## config.mk

```make
export PLATFORM = sky130hd
export DESIGN_NAME = tlu_trigger_handshake_fsm_flat
export DESIGN_NICKNAME = d
export VERILOG_FILES = /design/src/rtl/tlu_trigger_handshake_fsm_if.sv /design/src/rtl/tlu_trigger_handshake_fsm.sv /design/src/flat_wrapper.sv
export SDC_FILE = /design/constraint.sdc
export NUM_CORES = 1
export LEC_CHECK = 0
export BUFFER_PORTS_ARGS = -buffer_cell sky130_fd_sc_hd__buf_2
export CORE_UTILIZATION = 58
export CTS_CLUSTER_SIZE = 10
export DETAILED_ROUTE_END_ITERATION = 10
export PLACE_DENSITY_LB_ADDON = 0.2
export SYNTH_ARGS = -nofsm -noshare
export SYNTH_HDL_FRONTEND = slang
export SYNTH_SLANG_ARGS = --single-unit
```

## constraint.sdc

```tcl
create_clock -name CLK -period 2.8 [get_ports CLK]
set_clock_uncertainty 0.2 [all_clocks]
set_input_delay 0.14 -clock CLK [delete_from_list [all_inputs] [get_ports CLK]]
set_output_delay 0.14 -clock CLK [all_outputs]
set_load 0.005 [all_outputs]
```

## src/rtl/tlu_trigger_handshake_fsm_if.sv

```systemverilog
// Signal bundle between the TLU trigger controller (master) and its environment:
// TLU lines, command FSM hand-off and the readout data handshake.
interface tlu_trigger_handshake_fsm_if #(
    parameter int TRIGGER_ID_WIDTH = 15,
    parameter int TIMEOUT_WIDTH    = 8
);
    logic [1:0]                  TLU_MODE;
    logic [TIMEOUT_WIDTH-1:0]    TIMEOUT;
    logic                        TLU_TRIGGER;
    logic                        TLU_TRIGGER_DATA;
    logic                        TLU_BUSY;
    logic                        TLU_CLOCK;
    logic                        CMD_READY;
    logic                        CMD_EXT_START_ENABLE;
    logic                        CMD_EXT_START_FLAG;
    logic                        FIFO_NEAR_FULL;
    logic [TRIGGER_ID_WIDTH-1:0] TRIGGER_DATA;
    logic                        TRIGGER_DATA_VALID;
    logic                        TRIGGER_DATA_READY;
    logic                        TRIGGER_ABORT;
    logic [15:0]                 ABORT_CNT;

    modport master (
        input  TLU_MODE, TIMEOUT, TLU_TRIGGER, TLU_TRIGGER_DATA, CMD_READY,
               CMD_EXT_START_ENABLE, FIFO_NEAR_FULL, TRIGGER_DATA_READY,
        output TLU_BUSY, TLU_CLOCK, CMD_EXT_START_FLAG, TRIGGER_DATA,
               TRIGGER_DATA_VALID, TRIGGER_ABORT, ABORT_CNT
    );

    modport slave (
        output TLU_MODE, TIMEOUT, TLU_TRIGGER, TLU_TRIGGER_DATA, CMD_READY,
               CMD_EXT_START_ENABLE, FIFO_NEAR_FULL, TRIGGER_DATA_READY,
        input  TLU_BUSY, TLU_CLOCK, CMD_EXT_START_FLAG, TRIGGER_DATA,
               TRIGGER_DATA_VALID, TRIGGER_ABORT, ABORT_CNT
    );
endinterface

```

## src/rtl/tlu_trigger_handshake_fsm.sv

```systemverilog
// TLU trigger controller: edge detect, command start, optional TLU handshake with
// serial trigger-number readout, and valid/ready hand-off to the readout FIFO.
//
// state                 | meaning
// IDLE                  | waiting for an accepted trigger rising edge
// SEND_COMMAND          | one-cycle start pulse, internal trigger number advanced
// WAIT_FOR_TRIGGER_LOW  | TLU handshake: wait for trigger release, with timeout
// RECEIVE_DATA          | clocking the trigger number out of the TLU, LSB first
// WAIT_FOR_READOUT      | trigger number offered to readout (valid/ready)
// WAIT_FOR_CMD          | waiting for the command FSM to return idle
module tlu_trigger_handshake_fsm #(
    parameter int TRIGGER_ID_WIDTH = 15,
    parameter int TIMEOUT_WIDTH    = 8,
    parameter int DIVIDER          = 4
) (
    input logic CLK,
    input logic RESET,
    tlu_trigger_handshake_fsm_if.master bus
);
    localparam int W     = TRIGGER_ID_WIDTH;
    localparam int DIV_W = $clog2(2 * DIVIDER);
    localparam int BIT_W = $clog2(TRIGGER_ID_WIDTH + 1);

    localparam logic [DIV_W-1:0] DIV_LAST = DIV_W'(2 * DIVIDER - 1);
    localparam logic [DIV_W-1:0] DIV_HALF = DIV_W'(DIVIDER);
    localparam logic [BIT_W-1:0] BIT_LAST = BIT_W'(TRIGGER_ID_WIDTH - 1);

    localparam logic [2:0] IDLE                 = 3'd0;
    localparam logic [2:0] SEND_COMMAND         = 3'd1;
    localparam logic [2:0] WAIT_FOR_TRIGGER_LOW = 3'd2;
    localparam logic [2:0] RECEIVE_DATA         = 3'd3;
    localparam logic [2:0] WAIT_FOR_READOUT     = 3'd4;
    localparam logic [2:0] WAIT_FOR_CMD         = 3'd5;

    logic [2:0]               state, state_nxt;
    logic                     trig_q;
    logic                     accept, rise, abort_hit;
    logic                     last_low, last_bit;
    logic [TIMEOUT_WIDTH-1:0] tmo_cnt;
    logic [W-1:0]             trig_cnt, trig_cnt_inc;
    logic [W-1:0]             shift_reg, shift_in;
    logic [DIV_W-1:0]         div_cnt, div_nxt;
    logic [BIT_W-1:0]         bit_cnt;

    logic                     busy_q, tlu_clk_q, start_q, valid_q, abort_q;
    logic [W-1:0]             data_q;
    logic [15:0]              abort_cnt_q;

    assign accept    = bus.CMD_READY & bus.CMD_EXT_START_ENABLE & ~bus.FIFO_NEAR_FULL;
    assign rise      = bus.TLU_TRIGGER & ~trig_q;
    assign abort_hit = bus.TLU_TRIGGER && (bus.TIMEOUT != '0)
                       && (tmo_cnt == bus.TIMEOUT - TIMEOUT_WIDTH'(1));

    // The TLU clock divider runs down from 2*DIVIDER-1; the upper half is the high phase
    // and zero is the last low cycle, where the serial bit is sampled.
    assign last_low     = (div_cnt == '0);
    assign last_bit     = (bit_cnt == BIT_LAST);
    assign div_nxt      = (state != RECEIVE_DATA || last_low) ? DIV_LAST : div_cnt - DIV_W'(1);
    assign trig_cnt_inc = trig_cnt + W'(1);
    assign shift_in     = (shift_reg >> 1) | (W'(bus.TLU_TRIGGER_DATA) << (W - 1));

    always_comb begin
        state_nxt = state;
        case (state)
            IDLE:
                if (rise && accept) state_nxt = SEND_COMMAND;
            SEND_COMMAND:
                case (bus.TLU_MODE)
                    2'b00:   state_nxt = WAIT_FOR_CMD;
                    2'b01:   state_nxt = WAIT_FOR_READOUT;
                    default: state_nxt = WAIT_FOR_TRIGGER_LOW;
                endcase
            WAIT_FOR_TRIGGER_LOW:
                if (abort_hit)             state_nxt = IDLE;
                else if (!bus.TLU_TRIGGER) state_nxt = bus.TLU_MODE[0] ? RECEIVE_DATA
                                                                       : WAIT_FOR_READOUT;
            RECEIVE_DATA:
                if (last_low && last_bit) state_nxt = WAIT_FOR_READOUT;
            WAIT_FOR_READOUT:
                if (bus.TRIGGER_DATA_READY) state_nxt = WAIT_FOR_CMD;
            WAIT_FOR_CMD:
                if (bus.CMD_READY) state_nxt = IDLE;
            default:
                state_nxt = IDLE;
        endcase
    end

    always_ff @(posedge CLK or posedge RESET) begin
        if (RESET) begin
            state       <= IDLE;
            trig_q      <= 1'b0;
            tmo_cnt     <= '0;
            trig_cnt    <= '0;
            shift_reg   <= '0;
            div_cnt     <= '0;
            bit_cnt     <= '0;
            busy_q      <= 1'b1;
            tlu_clk_q   <= 1'b0;
            start_q     <= 1'b0;
            valid_q     <= 1'b0;
            abort_q     <= 1'b0;
            data_q      <= '0;
            abort_cnt_q <= '0;
        end else begin
            state     <= state_nxt;
            trig_q    <= bus.TLU_TRIGGER;
            start_q   <= (state == IDLE) && rise && accept;
            abort_q   <= (state == WAIT_FOR_TRIGGER_LOW) && abort_hit;
            valid_q   <= (state_nxt == WAIT_FOR_READOUT);
            busy_q    <= bus.TLU_MODE[1] && ((state_nxt != IDLE) || !accept);
            tlu_clk_q <= (state_nxt == RECEIVE_DATA) && (div_nxt >= DIV_HALF);
            div_cnt   <= div_nxt;

            if (state == WAIT_FOR_TRIGGER_LOW) tmo_cnt <= tmo_cnt + TIMEOUT_WIDTH'(1);
            else                               tmo_cnt <= '0;

            if (state != RECEIVE_DATA) bit_cnt <= '0;
            else if (last_low)         bit_cnt <= bit_cnt + BIT_W'(1);

            if (state == RECEIVE_DATA && last_low) shift_reg <= shift_in;

            if (state == SEND_COMMAND) begin
                trig_cnt <= trig_cnt_inc;
                data_q   <= trig_cnt_inc;
            end else if (state == RECEIVE_DATA && last_low && last_bit) begin
                data_q   <= shift_in;
            end

            if (state == WAIT_FOR_TRIGGER_LOW && abort_hit && abort_cnt_q != 16'hFFFF)
                abort_cnt_q <= abort_cnt_q + 16'd1;
        end
    end

    assign bus.TLU_BUSY           = busy_q;
    assign bus.TLU_CLOCK          = tlu_clk_q;
    assign bus.CMD_EXT_START_FLAG = start_q;
    assign bus.TRIGGER_DATA       = data_q;
    assign bus.TRIGGER_DATA_VALID = valid_q;
    assign bus.TRIGGER_ABORT      = abort_q;
    assign bus.ABORT_CNT          = abort_cnt_q;
endmodule

```

## src/flat_wrapper.sv

```systemverilog
// flat-port wrapper written by rule: the top's interface ports become plain ports
module tlu_trigger_handshake_fsm_flat 
#(
    parameter int TRIGGER_ID_WIDTH = 15,
    parameter int TIMEOUT_WIDTH    = 8,
    parameter int DIVIDER          = 4
)
  (CLK, RESET, bus_TLU_MODE, bus_TIMEOUT, bus_TLU_TRIGGER, bus_TLU_TRIGGER_DATA, bus_CMD_READY, bus_CMD_EXT_START_ENABLE, bus_FIFO_NEAR_FULL, bus_TRIGGER_DATA_READY, bus_TLU_BUSY, bus_TLU_CLOCK, bus_CMD_EXT_START_FLAG, bus_TRIGGER_DATA, bus_TRIGGER_DATA_VALID, bus_TRIGGER_ABORT, bus_ABORT_CNT);
  tlu_trigger_handshake_fsm_if #(.TRIGGER_ID_WIDTH(TRIGGER_ID_WIDTH), .TIMEOUT_WIDTH(TIMEOUT_WIDTH)) bus_i ();
  input logic CLK;
  input logic RESET;
  input wire logic [$bits(bus_i.TLU_MODE)-1:0] bus_TLU_MODE;
  input wire logic [$bits(bus_i.TIMEOUT)-1:0] bus_TIMEOUT;
  input wire logic [$bits(bus_i.TLU_TRIGGER)-1:0] bus_TLU_TRIGGER;
  input wire logic [$bits(bus_i.TLU_TRIGGER_DATA)-1:0] bus_TLU_TRIGGER_DATA;
  input wire logic [$bits(bus_i.CMD_READY)-1:0] bus_CMD_READY;
  input wire logic [$bits(bus_i.CMD_EXT_START_ENABLE)-1:0] bus_CMD_EXT_START_ENABLE;
  input wire logic [$bits(bus_i.FIFO_NEAR_FULL)-1:0] bus_FIFO_NEAR_FULL;
  input wire logic [$bits(bus_i.TRIGGER_DATA_READY)-1:0] bus_TRIGGER_DATA_READY;
  output wire logic [$bits(bus_i.TLU_BUSY)-1:0] bus_TLU_BUSY;
  output wire logic [$bits(bus_i.TLU_CLOCK)-1:0] bus_TLU_CLOCK;
  output wire logic [$bits(bus_i.CMD_EXT_START_FLAG)-1:0] bus_CMD_EXT_START_FLAG;
  output wire logic [$bits(bus_i.TRIGGER_DATA)-1:0] bus_TRIGGER_DATA;
  output wire logic [$bits(bus_i.TRIGGER_DATA_VALID)-1:0] bus_TRIGGER_DATA_VALID;
  output wire logic [$bits(bus_i.TRIGGER_ABORT)-1:0] bus_TRIGGER_ABORT;
  output wire logic [$bits(bus_i.ABORT_CNT)-1:0] bus_ABORT_CNT;
  assign bus_i.TLU_MODE = bus_TLU_MODE;
  assign bus_i.TIMEOUT = bus_TIMEOUT;
  assign bus_i.TLU_TRIGGER = bus_TLU_TRIGGER;
  assign bus_i.TLU_TRIGGER_DATA = bus_TLU_TRIGGER_DATA;
  assign bus_i.CMD_READY = bus_CMD_READY;
  assign bus_i.CMD_EXT_START_ENABLE = bus_CMD_EXT_START_ENABLE;
  assign bus_i.FIFO_NEAR_FULL = bus_FIFO_NEAR_FULL;
  assign bus_i.TRIGGER_DATA_READY = bus_TRIGGER_DATA_READY;
  assign bus_TLU_BUSY = bus_i.TLU_BUSY;
  assign bus_TLU_CLOCK = bus_i.TLU_CLOCK;
  assign bus_CMD_EXT_START_FLAG = bus_i.CMD_EXT_START_FLAG;
  assign bus_TRIGGER_DATA = bus_i.TRIGGER_DATA;
  assign bus_TRIGGER_DATA_VALID = bus_i.TRIGGER_DATA_VALID;
  assign bus_TRIGGER_ABORT = bus_i.TRIGGER_ABORT;
  assign bus_ABORT_CNT = bus_i.ABORT_CNT;
  tlu_trigger_handshake_fsm #(.TRIGGER_ID_WIDTH(TRIGGER_ID_WIDTH), .TIMEOUT_WIDTH(TIMEOUT_WIDTH), .DIVIDER(DIVIDER)) u_core (.CLK(CLK), .RESET(RESET), .bus(bus_i));
endmodule
```

==> summary.txt <==
final setup fails: 0
Post-CTS Setup Inserts: 0
Worst Path Arrival: 2.49 ns
post-synth net total: 426
# DRC: 0
Compound-Gate Fraction of Synth Area: 6.560%
Synth Area in XOR/XNOR: 11.84%
endpoint class of the critical path: register
largest net degree at the start of global routing: 47
global placement routability congestion: 0.8411
PortBufs: 53
clock power share: 33.5%
Die W: 87.25 um
Logic pwr share: 17.4%
Int Pwr: 0.002064 W
# resized after CTS: 0
RSZ-0062 raised after global routing: false
post-route minimum period: 2.449 ns
Max stage delay cell, worst path: dfrtp_1
average size of a mapped cell: 10.56 sq um
Final Power: 0.002914 W
initial antenna violation count: 0
Site Rows: 30
top_reg_cell synth: dfrtp_1
clk buf depth: 2
Reg clk slew, reported paths: 0.08 ns
max cap viols: 0
hold_buf cts: 7
Cell Area, Synth: 4215 sq um
Worst-Margin Slew: 0.6837 ns
placed cell areas: 4608 sq um
number of global-route vias before repair: 3108
CP Cell Sequence: and2b_1 -> or3_1 -> a311oi_2 -> buf_4 -> and3_1 -> nand3_1 -> xnor2_1
final WL: 8492 um
filler cell count: 544
CP Max Fanout: 8
fin nets: 489
Startpoint Class: register
Vias per Instance: 5.580
Detail Route Antenna Nets: 0
fin. max-slew vios: 0
die footprint: 7613 sq um
Critical Path Max Stage Delay: 0.49 ns
DRT iter0 DRCs: 187
mean routed wirelength per cell: 15.11 um
ANT cells: 0
CTS Buf Count: 9
Yosys reg bits: 84
post-route cell area: 4901 sq um
multiplexer share of the synthesized area: 6.619%
Vias: 3136
Sw Pwr: 0.0008502 W
CTS root buf: clkbuf_8
Final Hold Fails: 0
Placeable Area: 6907 sq um
commonest non-fill, non-tap cell in the layout: dfrtp_1
status: finished clean
Die Y: 87.25 um
All-Layer GR Usage: 24.54%
Top Ports: 54
Slew HR: 54.37%
Fin Hold WS: 0.01926 ns
power per cell area: 594.6 nW/um^2
Mapped Cells: 399
CTS H-tree lvls: 3
delay-heaviest family, CP: simple AND/OR/NAND/NOR gates
post-synthesis simple-gate area fraction: 19.62%
drt pass-1 iters: 4
first-pass GRT wire length: 14340 um
CTS Sinks: 84
Area Overhead vs Synth: 16.27%
reported leakage power: 2.324 nW
sequential share of power: 49.1%
worst vdd ir: 408.4 uV
largest family of logic cells by synthesized area: simple AND/OR/NAND/NOR gates
Setup TNS: 0 ns
Data required, critical path: 2.84 ns
switching power share of the total: 29.18%
initial core utilization: 61.03%
CTS tree: built
max reg flops: 16
CP Class: register to register
total gr overflow: 0
hold crit path type: input port to register
Worst Path Buf+Inv: 1
commonest non-fill, non-tap cells in the layout: 83 x dfrtp_1, 53 x buf_2, 38 x xnor2_1
adder-cell share of the synthesized area: 2.671%
number of distinct library cells after synthesis: 53
Final period util: 87.47%
number of synthesized flops with an enable pin: 0
YS warnings: 0
sequential area share after synthesis: 49.90%
ys async rst share: 100.0%
Final HPWL DP: 5964 um
Worst-Skew Late Latency: 0.36 ns
f_max: 0.4083 GHz
share of layout cells above drive strength 1: 22.32%
kinds of logic after synthesis:
kind of cell | count (synthesis)
compound gates | 39
xor+xnor | 57
flops | 84
simple gates | 156
fa+ha+maj | 9
mux | 26
buf+inv | 28
metal layers:
layer / vias up / global-route usage [%] / wire length, um
li1: 1514 / - / -
met1: 1544 / 33.33 / 4043
met2: 66 / 39.13 / 4016
met3: 12 / 4.929 / 294
met4: 0 / 9.240 / 138
met5: - / 0 / 0
tightest hold or removal path, stage by stage:
cell      delay, ns
buf_2          0.13
nand3b_1       0.07
nor3_1         0.06
nor2_1         0.09
nor3_1         0.06
final timing paths:
path | cells after the start | startpoint | end | slack, ns
setup / recovery | 7 | u_core.tmo_cnt[2]$_DFF_PP0_ | u_core.bus.ABORT_CNT[10]$_DFFE_PP0P_ | 0.35
hold / removal | 5 | bus_TIMEOUT[6] | u_core.bus.TRIGGER_ABORT$_DFF_PP0_ | 0.02
setup reg to reg | 7 | u_core.tmo_cnt[2]$_DFF_PP0_ | u_core.bus.ABORT_CNT[10]$_DFFE_PP0P_ | 0.35
hold reg to reg | 1 | u_core.div_cnt[0]$_DFF_PP0_ | u_core.div_cnt[0]$_DFF_PP0_ | 0.23
max in group asynchronous | 4 | RESET | u_core.bus.TLU_BUSY$_DFF_PP1_ | 1.46
min in group asynchronous | 3 | RESET | u_core.bus.TRIGGER_DATA[13]$_DFFE_PP0P_ | 0.20
power by group through the flow:
stage                     sequential [W]  clock (W)  combinational (W)
final                            0.00143   0.000976           0.000507
after global routing             0.00144    0.00103           0.000575
after floorplan                  0.00140          0           0.000397
after CTS                        0.00143   0.000978           0.000511
after detailed placement         0.00145          0           0.000500
after global placement           0.00145          0           0.000492
cell type report:
class	count	area [sq um]	area share, %
flip-flops and latches	84	2103	42.92
well taps	96	120.1	2.451
clock buffers	10	137.6	2.808
repair buffers	69	415.4	8.476
multi-input cells	287	1997	40.75
clock inverters	5	85.08	1.736
inverters	11	42.54	0.8680
metrics by stage:
step | std cells | util (%) | worst slack (ns)
finish | 562 | 70.96 | 0.3510
global route | 562 | 70.96 | 0.1871
CTS | 562 | 70.96 | 0.3678
detailed placement | 540 | 66.72 | 0.3608
global placement | 540 | 66.72 | 0.4117
floorplan | 399 | - | 0.2965
synth_stat cells, types with 3 or more instances:
cell type   n  share of area [%]
nand3b_1    4               0.71
a22oi_1     3               0.53
dfrtp_1    83                 49
clkbuf_1   11               0.98
nor3b_1     4               0.71
mux2i_1    11                2.6
mux2_2     14                3.7
nand3_1    25                3.0
and4_1      5                1.0
nand2b_1    5               0.74
ha_1        9                2.7
a221o_1     3               0.71
nand4_1     9                1.3
or2_2       3               0.45
buf_2       4               0.47
nor2_1     29                2.6
o21ai_0    16                1.9
nor3_1      7               0.83
a21oi_1     5               0.59
xnor2_1    38                7.9
nand2_1    32                2.8
nor2b_1     5               0.74
and3_1     11                1.6
xor2_1     19                3.9
inv_1      11               0.98
(Power assumes the default switching activity.)
